## src/rtl/rank32.sv

```systemverilog
// Lexicographic ranking of an N-element permutation streamed one row per column.
// Define RANK32_CHECK_EN to flag out-of-range or repeated rows (err, rank forced to all ones).
module rank32 #(
    parameter int unsigned N = 12
) (
    input  logic        clk,
    input  logic        rst,
    input  logic        start,
    input  logic        in_valid,
    input  logic [5:0]  row,
    output logic        in_ready,
    output logic        busy,
    output logic        done,
    output logic [31:0] rank,
    output logic        err
);

    localparam int unsigned CW = $clog2(N + 1);
    localparam logic [N-1:0] ONE = {{(N-1){1'b0}}, 1'b1};

    typedef enum logic [1:0] {IDLE, ACCEPT, DONE} state_t;

    state_t        state, state_next;
    logic [31:0]   acc, acc_next, acc_upd;
    logic [CW-1:0] col, col_next;
    logic [N-1:0]  used, used_next, below, onehot;
    logic [31:0]   rank_next;
    logic [5:0]    d;
    logic          armed, take_start, accept;

`ifdef RANK32_CHECK_EN
    logic err_r, err_next, bad;
`endif

    // start is only honoured once a clock edge has passed since reset released
    always_ff @(posedge clk or posedge rst) begin
        if (rst) begin
            state <= IDLE;
            acc   <= '0;
            col   <= '0;
            used  <= '0;
            rank  <= '0;
            armed <= 1'b0;
`ifdef RANK32_CHECK_EN
            err_r <= 1'b0;
`endif
        end else begin
            state <= state_next;
            acc   <= acc_next;
            col   <= col_next;
            used  <= used_next;
            rank  <= rank_next;
            armed <= 1'b1;
`ifdef RANK32_CHECK_EN
            err_r <= err_next;
`endif
        end
    end

    always_comb begin
        below  = '0;
        d      = '0;
        onehot = ONE << row;
        for (int unsigned j = 0; j < N; j++) begin
            if (j < 32'(row)) below[j] = 1'b1;
            if (below[j] && !used[j]) d = d + 6'd1;
        end
        acc_upd = acc * (N - 32'(col)) + 32'(d);
    end

    always_comb begin
        take_start = start && armed;
        in_ready   = (state == ACCEPT);
        busy       = (state == ACCEPT) || (state == DONE);
        done       = (state == DONE) && !take_start;
        accept     = in_ready && in_valid;

        state_next = state;
        acc_next   = acc;
        col_next   = col;
        used_next  = used;
        rank_next  = rank;
`ifdef RANK32_CHECK_EN
        bad      = (32'(row) >= N) || ((used & onehot) != '0);
        err_next = err_r;
`endif

        if (take_start) begin
            state_next = ACCEPT;
            acc_next   = '0;
            col_next   = '0;
            used_next  = '0;
`ifdef RANK32_CHECK_EN
            err_next = 1'b0;
`endif
        end else begin
            case (state)
                ACCEPT: begin
                    if (accept) begin
                        acc_next  = acc_upd;
                        col_next  = col + 1'b1;
                        used_next = used | onehot;
`ifdef RANK32_CHECK_EN
                        err_next  = err_r || bad;
`endif
                        if (32'(col) == N - 1) begin
                            state_next = DONE;
`ifdef RANK32_CHECK_EN
                            rank_next = (err_r || bad) ? '1 : acc_upd;
`else
                            rank_next = acc_upd;
`endif
                        end
                    end
                end
                DONE:    state_next = IDLE;
                default: state_next = IDLE;
            endcase
        end
    end

`ifdef RANK32_CHECK_EN
    assign err = err_r;
`else
    assign err = 1'b0;
`endif

endmodule

```

## config.mk

```make
export PLATFORM = sky130hd
export DESIGN_NAME = rank32
export DESIGN_NICKNAME = d
export VERILOG_FILES = /design/src/rtl/rank32.sv
export SDC_FILE = /design/constraint.sdc
export NUM_CORES = 1
export LEC_CHECK = 0
export ABC_AREA = 1
export BUFFER_PORTS_ARGS = -buffer_cell sky130_fd_sc_hd__buf_2
export CELL_PAD_IN_SITES_DETAIL_PLACEMENT = 0
export CELL_PAD_IN_SITES_GLOBAL_PLACEMENT = 1
export CORE_MARGIN = 8
export CORE_UTILIZATION = 41
export CTS_CLUSTER_SIZE = 40
export DETAILED_ROUTE_END_ITERATION = 12
export GPL_TIMING_DRIVEN = 0
export PLACE_DENSITY_LB_ADDON = 0.1
export RECOVER_POWER = 100
export SLEW_MARGIN = 30
export SYNTH_ARGS = -nofsm -noshare
export SYNTH_HDL_FRONTEND = slang
export SYNTH_SLANG_ARGS = --single-unit
```

## constraint.sdc

```tcl
create_clock -name clk -period 11.4 [get_ports clk]
set_clock_uncertainty 0.1 [all_clocks]
set_input_delay 2.28 -clock clk [delete_from_list [all_inputs] [get_ports clk]]
set_output_delay 2.28 -clock clk [all_outputs]
set_load 0.03 [all_outputs]
```

==> flow_metrics.env <==
export IMPL_outcome="complete, but fails checks"
export IMPL_violations="max-capacitance violations, max-slew violations"
export IMPL_synthCells=1229
export IMPL_max_cap_violations=2
export IMPL_pwr_share_comb_pct=67.2
export IMPL_core_area_mm2=0.0226
export IMPL_synth_top_cells_by_count="nand2_1 (318), inv_1 (248), ha_1 (102), fa_1 (89), dfrtp_1 (83)"
export IMPL_hp_class="reg -> reg"
export IMPL_use_met2_pct=34.1
export IMPL_timing_fmax_mhz=88.7
export IMPL_hold_violations=0
export IMPL_power_frac_clock_pct=14.9
export IMPL_synth_async_reset_ratio_pct=100
export IMPL_worst_ep_required_time_ns=11.50
export IMPL_drv_slew=86
export IMPL_grt_pass1_vias=8595
export IMPL_r2r_slack_ns=1.93
export IMPL_cp_end_kind="register"
export IMPL_synth_most_common_cell="nand2_1"
export IMPL_die_y_um=168
export IMPL_cts_buffers=9
export IMPL_layout_min_cycle_time_ns=11.27
export IMPL_power_switching_mw=0.973
export IMPL_root_buffer="clkbuf_16"
export IMPL_use_met3_pct=2.50
export IMPL_worstSetupStartpointType="input pin"
export IMPL_synth_seq_cells=83
export IMPL_max_vdd_ir_drop_v=0.0000785
export IMPL_drt_total_wl_mm=26.3
export IMPL_synth_nets=1430
export IMPL_cp_common_cell="nand2_4"
export IMPL_cts_tree="built"
export IMPL_worst_ep_arrival_time_ns=11.37
export IMPL_setup_viol_count_final=0
export IMPL_ys_types=44
export IMPL_area_growth_pct=19.2
export IMPL_die_area_mm2=0.0282
export IMPL_drc_errors=0
export IMPL_seq_power_share_pct=17.9
export IMPL_drive_above_1_share_pct=18.4
export IMPL_htreeDepth=3
export IMPL_synth_edff_count=0
export IMPL_finalWeightedCongestion=0.876
export IMPL_dp_cells=1559
export IMPL_antenna_found_initial=0
export IMPL_grt_max_degree=51
export IMPL_first_iter_violations=488
export IMPL_n_antenna_cell=0
export IMPL_ios=46
export IMPL_busiest_layer="met2"
export IMPL_cts_sinks=83
export IMPL_gr_total_overflow=0
export IMPL_path_clk_slew_ns=0.07
export IMPL_internal_power_mw=1.06
export IMPL_totalPowerFinal_mw=2.04
export IMPL_port_buffers=44
export IMPL_ant_nets=0
export IMPL_clockBufferDepth=2
export IMPL_power_leakage_nw=6.43
export IMPL_synth_top_area_share_pct=21.9
export IMPL_use_met1_pct=25.4
export IMPL_yosys_top_cells_area="dfrtp_1 (22%), fa_1 (19%), ha_1 (13%)"
export IMPL_slew_headroom_pct=-97.5
export IMPL_via_per_inst=5.00
export IMPL_final_net_count=1540
export IMPL_critPathMaxFanout=4
export IMPL_ctsHoldBuffers=0
export IMPL_start_util_pct=41.8
export IMPL_grtUsageTotal_pct=19.6
export IMPL_vias=8137
export IMPL_whs_ns=0.380
export IMPL_crit_path_max_incr_delay_ns=0.51
export IMPL_final_instance_count_excl_fill=1627
export IMPL_die_x_um=168
export IMPL_fin_crit_sh_pct=98.9
export IMPL_hpwl_mm=20.5
export IMPL_fin_setup_tns_ns=0
export IMPL_syn_cell_area_mm2=0.00947
export IMPL_rsz0062_at_grt="yes"
export IMPL_ys_seq_area_share_pct=21.9
export IMPL_criticalPathCategory="in -> reg"
export IMPL_clk_latency_ns=0.35
export IMPL_synth_flop_cell="dfrtp_1"
export IMPL_yosys_warnings=0
export IMPL_synth_avg_cell_area_um2=7.71
export IMPL_power_density_mw_per_mm2=180
export IMPL_slowest_stage="fa_1"
export IMPL_grt_pass1_wl_mm=44.4
export IMPL_yosys_area_top_type="dfrtp_1"
export IMPL_num_rows=55
export IMPL_tightestPinTransition_ns=2.96
export IMPL_utilization_pct=49.9
export IMPL_firstDrtPassIters=5
export IMPL_p_sw_share_pct=47.8
export IMPL_wl_per_cell_um=16.2
[cell type report]
type,count,area (um^2)
Buffer,27,105
Clock buffer,12,246
Clock inverter,2,37.5
Fill cell,2224,11300
Inverter,253,956
Multi-Input combinational cell,866,6850
Sequential cell,83,2080
Tap cell,285,357
Timing Repair Buffer,99,668
[cell usage in the layout, fill, tap and decap left out, types with 6 or more instances in the layout]
cell         n
nand2_1    296
inv_1      236
ha_1        89
fa_1        88
dfrtp_1     83
buf_4       54
o21ai_0     49
nor2_1      46
nand3_1     46
buf_2       39
a21oi_1     36
clkbuf_1    28
nand2_2     27
o22ai_1     26
nand3_2     23
nand2_4     17
xnor2_1     16
xor2_1      14
ha_4        12
inv_2       11
clkbuf_16    9
or2_2        8
nor3_1       8
nor2_2       6
[path summary, 6_finish.rpt]
check	start	endpoint	cells after the start
setup / recovery	row[4]	acc[29]	61
setup reg to reg	used[0]	acc[29]	59
hold / removal	rank[1]	rank[1]	2
min in group asynchronous	rst	rank[26]	2
max in group asynchronous	rst	rank[6]	3
hold reg to reg	rank[1]	rank[1]	2
[metal layers]
layer  share of wire (%)  up-vias
li1                    -     4042
met5                   0        -
met4                 1.7        0
met2                  49       90
met3                 2.1       34
met1                  47     3971
[metrics by stage]
stage / cell area [um^2] / setup slack, ns
detailed placement: 10200 / -1.37
CTS: 11000 / 0.00428
global placement: 10100 / -1.31
floorplan: 9550 / 0.00432
global route: 11300 / -0.207
finish: 11300 / 0.130
[critical path, delay by kind of cell]
kind / cells / cell delay, ns
fa+ha+maj: 15 / 4.71
simple gates: 28 / 2.32
compound gates: 9 / 1.36
buf+inv: 8 / 0.40
xor+xnor: 1 / 0.26
[flip-flops by register name, indices dropped and copies added, names as in the netlist]
name,count
rank,32
armed,1
acc,32
used,12
state,2
col,4
[power by group through the flow]
stage	Clock (mW)	Combinational (mW)	Sequential, mW
global route	0.320	1.57	0.370
floorplan	0	0.828	0.363
finish	0.304	1.37	0.365
detailed placement	0	1.10	0.370
CTS	0.310	1.27	0.365
global placement	0	1.08	0.370
[cell families (layout without fill, tap and decap cells)]
group	count (synthesis)	in the layout	share of synthesized area (%)
other	2	2	0.0793
AND/OR/NAND/NOR	497	497	23.0
AO/OA/AOI/OAI	141	141	8.40
adder cells (fa/ha/maj)	191	191	32.3
flip-flops	83	83	21.9
buffers and inverters	280	393	11.1
XOR/XNOR	35	35	3.24
[timing repair]
| action | CTS | global route |
|---|---|---|
| gates resized for setup | 49 | 58 |
| setup buffers | 49 | 10 |
| setup endpoints to repair | 42 | 38 |
| pin swaps | 48 | 45 |
Power figures use the tool's default switching activity.
